--- src/rtl/pc_unit.sv ---
// Program counter for the single-cycle fetch path.
// Next-PC select, sticky halt/error flags and a saturating retire counter.
module pc_unit #(
  parameter logic [31:0] RESET_PC = 32'h0000_0000,
  parameter int          CNT_W    = 32
) (
  input  logic             CLK,
  input  logic             Reset,
  input  logic             PCWre,
  input  logic [1:0]       PcSrc,
  input  logic [31:0]      imm_ext,
  input  logic [25:0]      jaddr,
  output logic [31:0]      pc_out,
  output logic [31:0]      pc_plus4,
  output logic             halted,
  output logic             pc_err,
  output logic [CNT_W-1:0] retired
);

  typedef enum logic {
    RUN  = 1'b0,
    HALT = 1'b1
  } state_t;

  localparam logic [31:0] PC_INIT =
    {RESET_PC[31:2], 2'b00};

  localparam logic [CNT_W-1:0] CNT_ONE =
    CNT_W'(1);

  state_t           state;
  state_t           state_nxt;
  logic [31:0]      pc_nxt;
  logic [31:0]      br;
  logic [31:0]      jmp;
  logic             err_nxt;
  logic [CNT_W-1:0] ret_nxt;
  logic             ret_full;

  assign pc_plus4 = pc_out + 32'd4;
  assign br       = pc_plus4 + (imm_ext << 2);
  assign jmp      = {pc_plus4[31:28], jaddr, 2'b00};
  assign halted   = (state == HALT);
  assign ret_full = &retired;

  always_comb begin
    state_nxt = state;
    pc_nxt    = pc_out;
    err_nxt   = pc_err;
    ret_nxt   = retired;
    unique case (state)
      RUN: begin
        if (!PCWre) begin
          state_nxt = HALT;
        end else begin
          unique case (PcSrc)
            2'b00: pc_nxt = pc_plus4;
            2'b01: pc_nxt = br;
            2'b10: pc_nxt = jmp;
            2'b11: err_nxt = 1'b1;
          endcase
          // Reserved select is not an accepted update.
          if (PcSrc != 2'b11 && !ret_full)
            ret_nxt = retired + CNT_ONE;
        end
      end
      HALT: begin
        state_nxt = HALT;
      end
    endcase
  end

  always_ff @(posedge CLK) begin
    if (Reset) begin
      state   <= RUN;
      pc_out  <= PC_INIT;
      pc_err  <= 1'b0;
      retired <= '0;
    end else begin
      state   <= state_nxt;
      pc_out  <= pc_nxt;
      pc_err  <= err_nxt;
      retired <= ret_nxt;
    end
  end

endmodule

--- config.mk ---
export PLATFORM = sky130hd
export DESIGN_NAME = pc_unit
export DESIGN_NICKNAME = d
export VERILOG_FILES = /design/src/rtl/pc_unit.sv
export SDC_FILE = /design/constraint.sdc
export NUM_CORES = 1
export LEC_CHECK = 0
export ABC_AREA = 1
export BUFFER_PORTS_ARGS = -buffer_cell sky130_fd_sc_hd__buf_2
export CORE_MARGIN = 2
export CORE_UTILIZATION = 30
export CTS_BUF_LIST = sky130_fd_sc_hd__clkbuf_8 sky130_fd_sc_hd__clkbuf_16
export CTS_CLUSTER_SIZE = 40
export DETAILED_ROUTE_END_ITERATION = 7
export HOLD_SLACK_MARGIN = 0.15
export SYNTH_ARGS = -nofsm -noshare
export SYNTH_HDL_FRONTEND = slang
export SYNTH_SLANG_ARGS = --single-unit
--- constraint.sdc ---
create_clock -name CLK -period 7.31 [get_ports CLK]
set_input_delay 0.3655 -clock CLK [delete_from_list [all_inputs] [get_ports CLK]]
set_output_delay 0.3655 -clock CLK [all_outputs]
set_load 0.01 [all_outputs]
Word-level counts from Yosys, hierarchy flattened --
Cells that the tools add are included.
Storage, ports and cells: register bits 66, bits of input ports 63, output and inout bits 98, word-level logic and storage cells 23
Cells by class: $add $sub $neg 3, reduce and logical (&&, ||, !) cells 8, mux-type cells 3, bitwise operators 1, equality and inequality tests 4
Operator list (number):
- 32-bit one-hot mux with 3 select lines | 1
- 32-bit by 1-bit adder with 32-bit output (second input constant) | 1
- 32-bit by 3-bit adder with 32-bit output (second input constant) | 1
- 32-bit adder | 1
- 32-bit AND reduction | 1
- 3-bit AND reduction | 3
- 2-bit == test (second input constant) | 2
- 3-bit nonzero test | 1
- 2-bit by 1-bit == test with 1-bit output (second input constant) | 1
- 2-bit logical NOT | 1
- 2-bit != test (second input constant) | 1
- 1-bit one-hot mux with 2 select lines | 1
- 1-bit logical AND | 1
- 1-bit logical NOT | 1
- 1-bit two-way mux | 1
- 1-bit inverter | 1

Logic depth before layout (Yosys ltp) --
depth after elaboration 4, depth in mapped cells 23, mapped depth without buffers 23

Worst setup path before layout --
OpenSTA, ideal clock, no wires.
path type reg2reg, from register pc_out[2], to register pc_out[21], path buffers 0, required time 7.178 ns, cell stages (with the launch flop) 20, slack 4.588 ns, data arrival time 2.590 ns, clock period less this slack 2.722 ns, library setup time 0.132 ns, cell sequence dfxtp_1 inv_1 nor2_1 nand2_1 nor2_2 nand3_1 xor2_1 inv_1 ha_1 nand2_1 nor2_1 inv_1 nor2_1 nand4_1 nand3_1 nand2_1 nand3_1 nand2_1 nand2_1 a21oi_1
Between the ends: longest elaborated chain between the ends 3
Ends and longest elaborated chain:
- start, declared | line 13 | output logic [31:0] pc_out,
- start signal, assigned | line 81 | pc_out <= pc_nxt;
- 32-bit by 3-bit adder with 32-bit output | line 40 | assign pc_plus4 = pc_out + 32'd4;
- net pc_plus4[2] | line 14 | output logic [31:0] pc_plus4,
- 32-bit adder | line 41 | assign br = pc_plus4 + (imm_ext << 2);
- 32-bit one-hot mux with 3 select lines | line 56 | unique case (PcSrc)
The timed path passes the listed nets, and every way through them passes these cells. A chain may end at the register's enable or synchronous reset.

Final worst setup path --
from register pc_out[4], to register pc_out[21]
Between the ends: longest elaborated chain between the ends 3
Ends and longest elaborated chain (line):
- 32-bit by 3-bit adder with 32-bit output * | 40
- 32-bit adder | 41
- 32-bit one-hot mux with 3 select lines * | 56
Mark *: on every way between the ends. The rest lies on a longest branch, timed or not.

==> run metrics <==
flop2flop setup slack=3.75 ns; flops & latches, synth=64; Vias/cell=4.818; I/O Buffers=154; commonest non-fill, non-tap cell in the layout=nand2_1; crit path DAT=3.74 ns; crit-path max FO=5; clk root buf=clkbuf_16; detailed-route DRC error count=0; clk_lat worst skew=0.33 ns; transition time of the tightest slew-check pin=1.140 ns; Tcrit/Tclk final=48.64%; Starting Density=30.55%; # IOs=161; Die Wd=153.1 um; max_cap viols=0; Core ar.=21,820 um^2; # fillers=2,509; Layout Skew=0.01298 ns; Max Clock Freq=281.2 MHz; Setup crit end kind=flip-flop; synthesized area=6668 um^2; post-detail-place hpwl=19,670 um; Tmin final=3.556 ns; largest net degree at the start of global routing=50; Die H=153.1 um; CTS buffer count=9; die area=23,430 um^2; Vias=7,713; Final Setup Violations=0; nets=1,419; n_diodes=0; register area share after synthesis=19.22%; Post-CTS Setup Inserts=0; multi-input logic area=4551 um^2; CP startpoint kind=flip-flop; Data required, critical path=7.50 ns; Post-CTS Hold Buffers=0; number of cells after detailed placement=1,585; vias in the first global route=7,134; final hold violations=0; PwrDens=154.3 nW/um^2; Final Wtd Congestion=0.9833; initial antenna violation count=0; GRT overflow=0; DRT iter0 DRCs=522; Site Rows=54; synth unique cells=42; maximum vdd drop=0.1220 mV; TritonCTS clock tree=yes; CP Class=reg -> reg; DR WL/cell=15.13 um; slew margin rel.=24.01%; most frequent cells in the layout=398 x nand2_1, 175 x inv_1, 154 x buf_2; HP Class=in -> reg; gr usage total=19.98%; post-route setup TNS=0 ns; Syn Area/Cell=5.670 um^2; CTS H-Tree Depth=3; Antenna Nets Post-Route=0; clock slew at reported path FFs=0.06 ns; post-place setup slack=3.851 ns; Sequential Area=1281 um^2; number of gates resized after cts=0; status=finished, final reports clean; Pleak=4.055 nW; drt total wl=24,230 um; Synth Warn #=0; post-synthesis cell count=1,176; fin cells=1,601; Syn-to-layout area delta=20.06%; Max Slew Vio Count=0; router iterations before antenna repair=5; RSZ-0062 raised after global routing=no; clock sink total=64; global-route wire length before repair=37,600 um; Final WS setup=3.754 ns; clock tree buffer depth=2; share of cells above drive strength 1=14.84%
## path summary, 6_finish.rpt
kind	startpoint	end	depth (start not counted)
hold / removal	jaddr[1]	pc_out[3]	3
hold reg to reg	pc_err	pc_err	2
setup / recovery	pc_out[4]	pc_out[21]	19
setup reg to reg	pc_out[4]	pc_out[21]	19
## stage by stage
stage	area, um^2	hold slack (ns)	total power, mW	util (%)
6_report	8005	0.3716	1.235	36.68
3_5_place_dp	7651	0.4403	0.7223	35.06
3_3_place_gp	7651	0.4371	0.7198	35.06
5_1_grt	8005	0.4030	1.300	36.68
2_1_floorplan	6679	0.4740	0.6061	-
4_1_cts	8005	0.3648	1.243	36.68
## cell usage after synthesis, drive strengths merged
library cell / n / share of area, %
a211oi: 1 / 0.11
a21oi: 118 / 8.9
a221oi: 1 / 0.13
a31oi: 2 / 0.19
a32oi: 1 / 0.13
and2: 2 / 0.19
and3: 1 / 0.094
and3b: 1 / 0.13
buf: 12 / 1.5
clkbuf: 19 / 1.1
clkinv: 2 / 0.11
conb: 1 / 0.056
dfxtp: 64 / 19
fa: 1 / 0.30
ha: 39 / 7.3
inv: 178 / 10
nand2: 401 / 23
nand3: 64 / 5.0
nand3b: 6 / 0.68
nand4: 24 / 2.3
nor2: 99 / 5.8
nor3: 27 / 2.6
nor3b: 2 / 0.30
nor4: 9 / 0.84
o211ai: 3 / 0.34
o21a: 1 / 0.11
o21ai: 47 / 3.5
o21bai: 3 / 0.34
or2: 2 / 0.19
xnor2: 11 / 1.4
xor2: 34 / 4.5
## layout make-up
cell class | count | area share (%)
multi-input cells | 904 | 56.85
flip-flops and latches | 64 | 16.01
repair buffers | 157 | 9.909
inverters | 180 | 8.440
well taps | 280 | 4.376
clock buffers | 10 | 2.985
clock inverters | 6 | 1.438
## power breakdown
part	total (mW)	internal [mW]	leakage (nW)	switching, mW
Clock	0.517	0.344	0.169	0.173
Sequential	0.380	0.362	0.520	0.0187
Combinational	0.338	0.111	3.37	0.227
## routing by layer
metal	global-route usage, %	up-vias	part of all wire [%]
li1	-	4023	-
met1	27.47	3402	47
met2	32.74	262	45
met3	3.062	26	5.9
met4	5.026	0	2.1
met5	0	-	0
## cells by family after synthesis
kind of cell | count (synthesis) | synth area share [%]
compound gates | 177 | 13.74
xor+xnor | 45 | 5.911
fa+ha+maj | 40 | 7.619
buf+inv | 211 | 12.70
flops | 64 | 19.22
other cells | 1 | 0.05624
simple gates | 638 | 40.76
## registers in the layout (all words and copies together), names as in the netlist
signal / cells
retired: 32
pc_out: 30
halted: 1
pc_err: 1
## worst max-delay path, stage by stage (launching register included)
cell     delay (ns)
dfxtp_1        0.42
nand2_1        0.10
nor2_1         0.25
nand2_1        0.19
nor2_2         0.24
nand3_1        0.13
xor2_1         0.23
inv_1          0.13
ha_1           0.39
nand2_1        0.14
nor2_1         0.21
inv_1          0.07
nor2_1         0.24
nand4_1        0.20
nand3_1        0.12
nand2_1        0.05
nand3_1        0.08
nand2_1        0.06
nand2_1        0.09
a21oi_1        0.06
No activity file was read; power rests on OpenSTA's default activity.
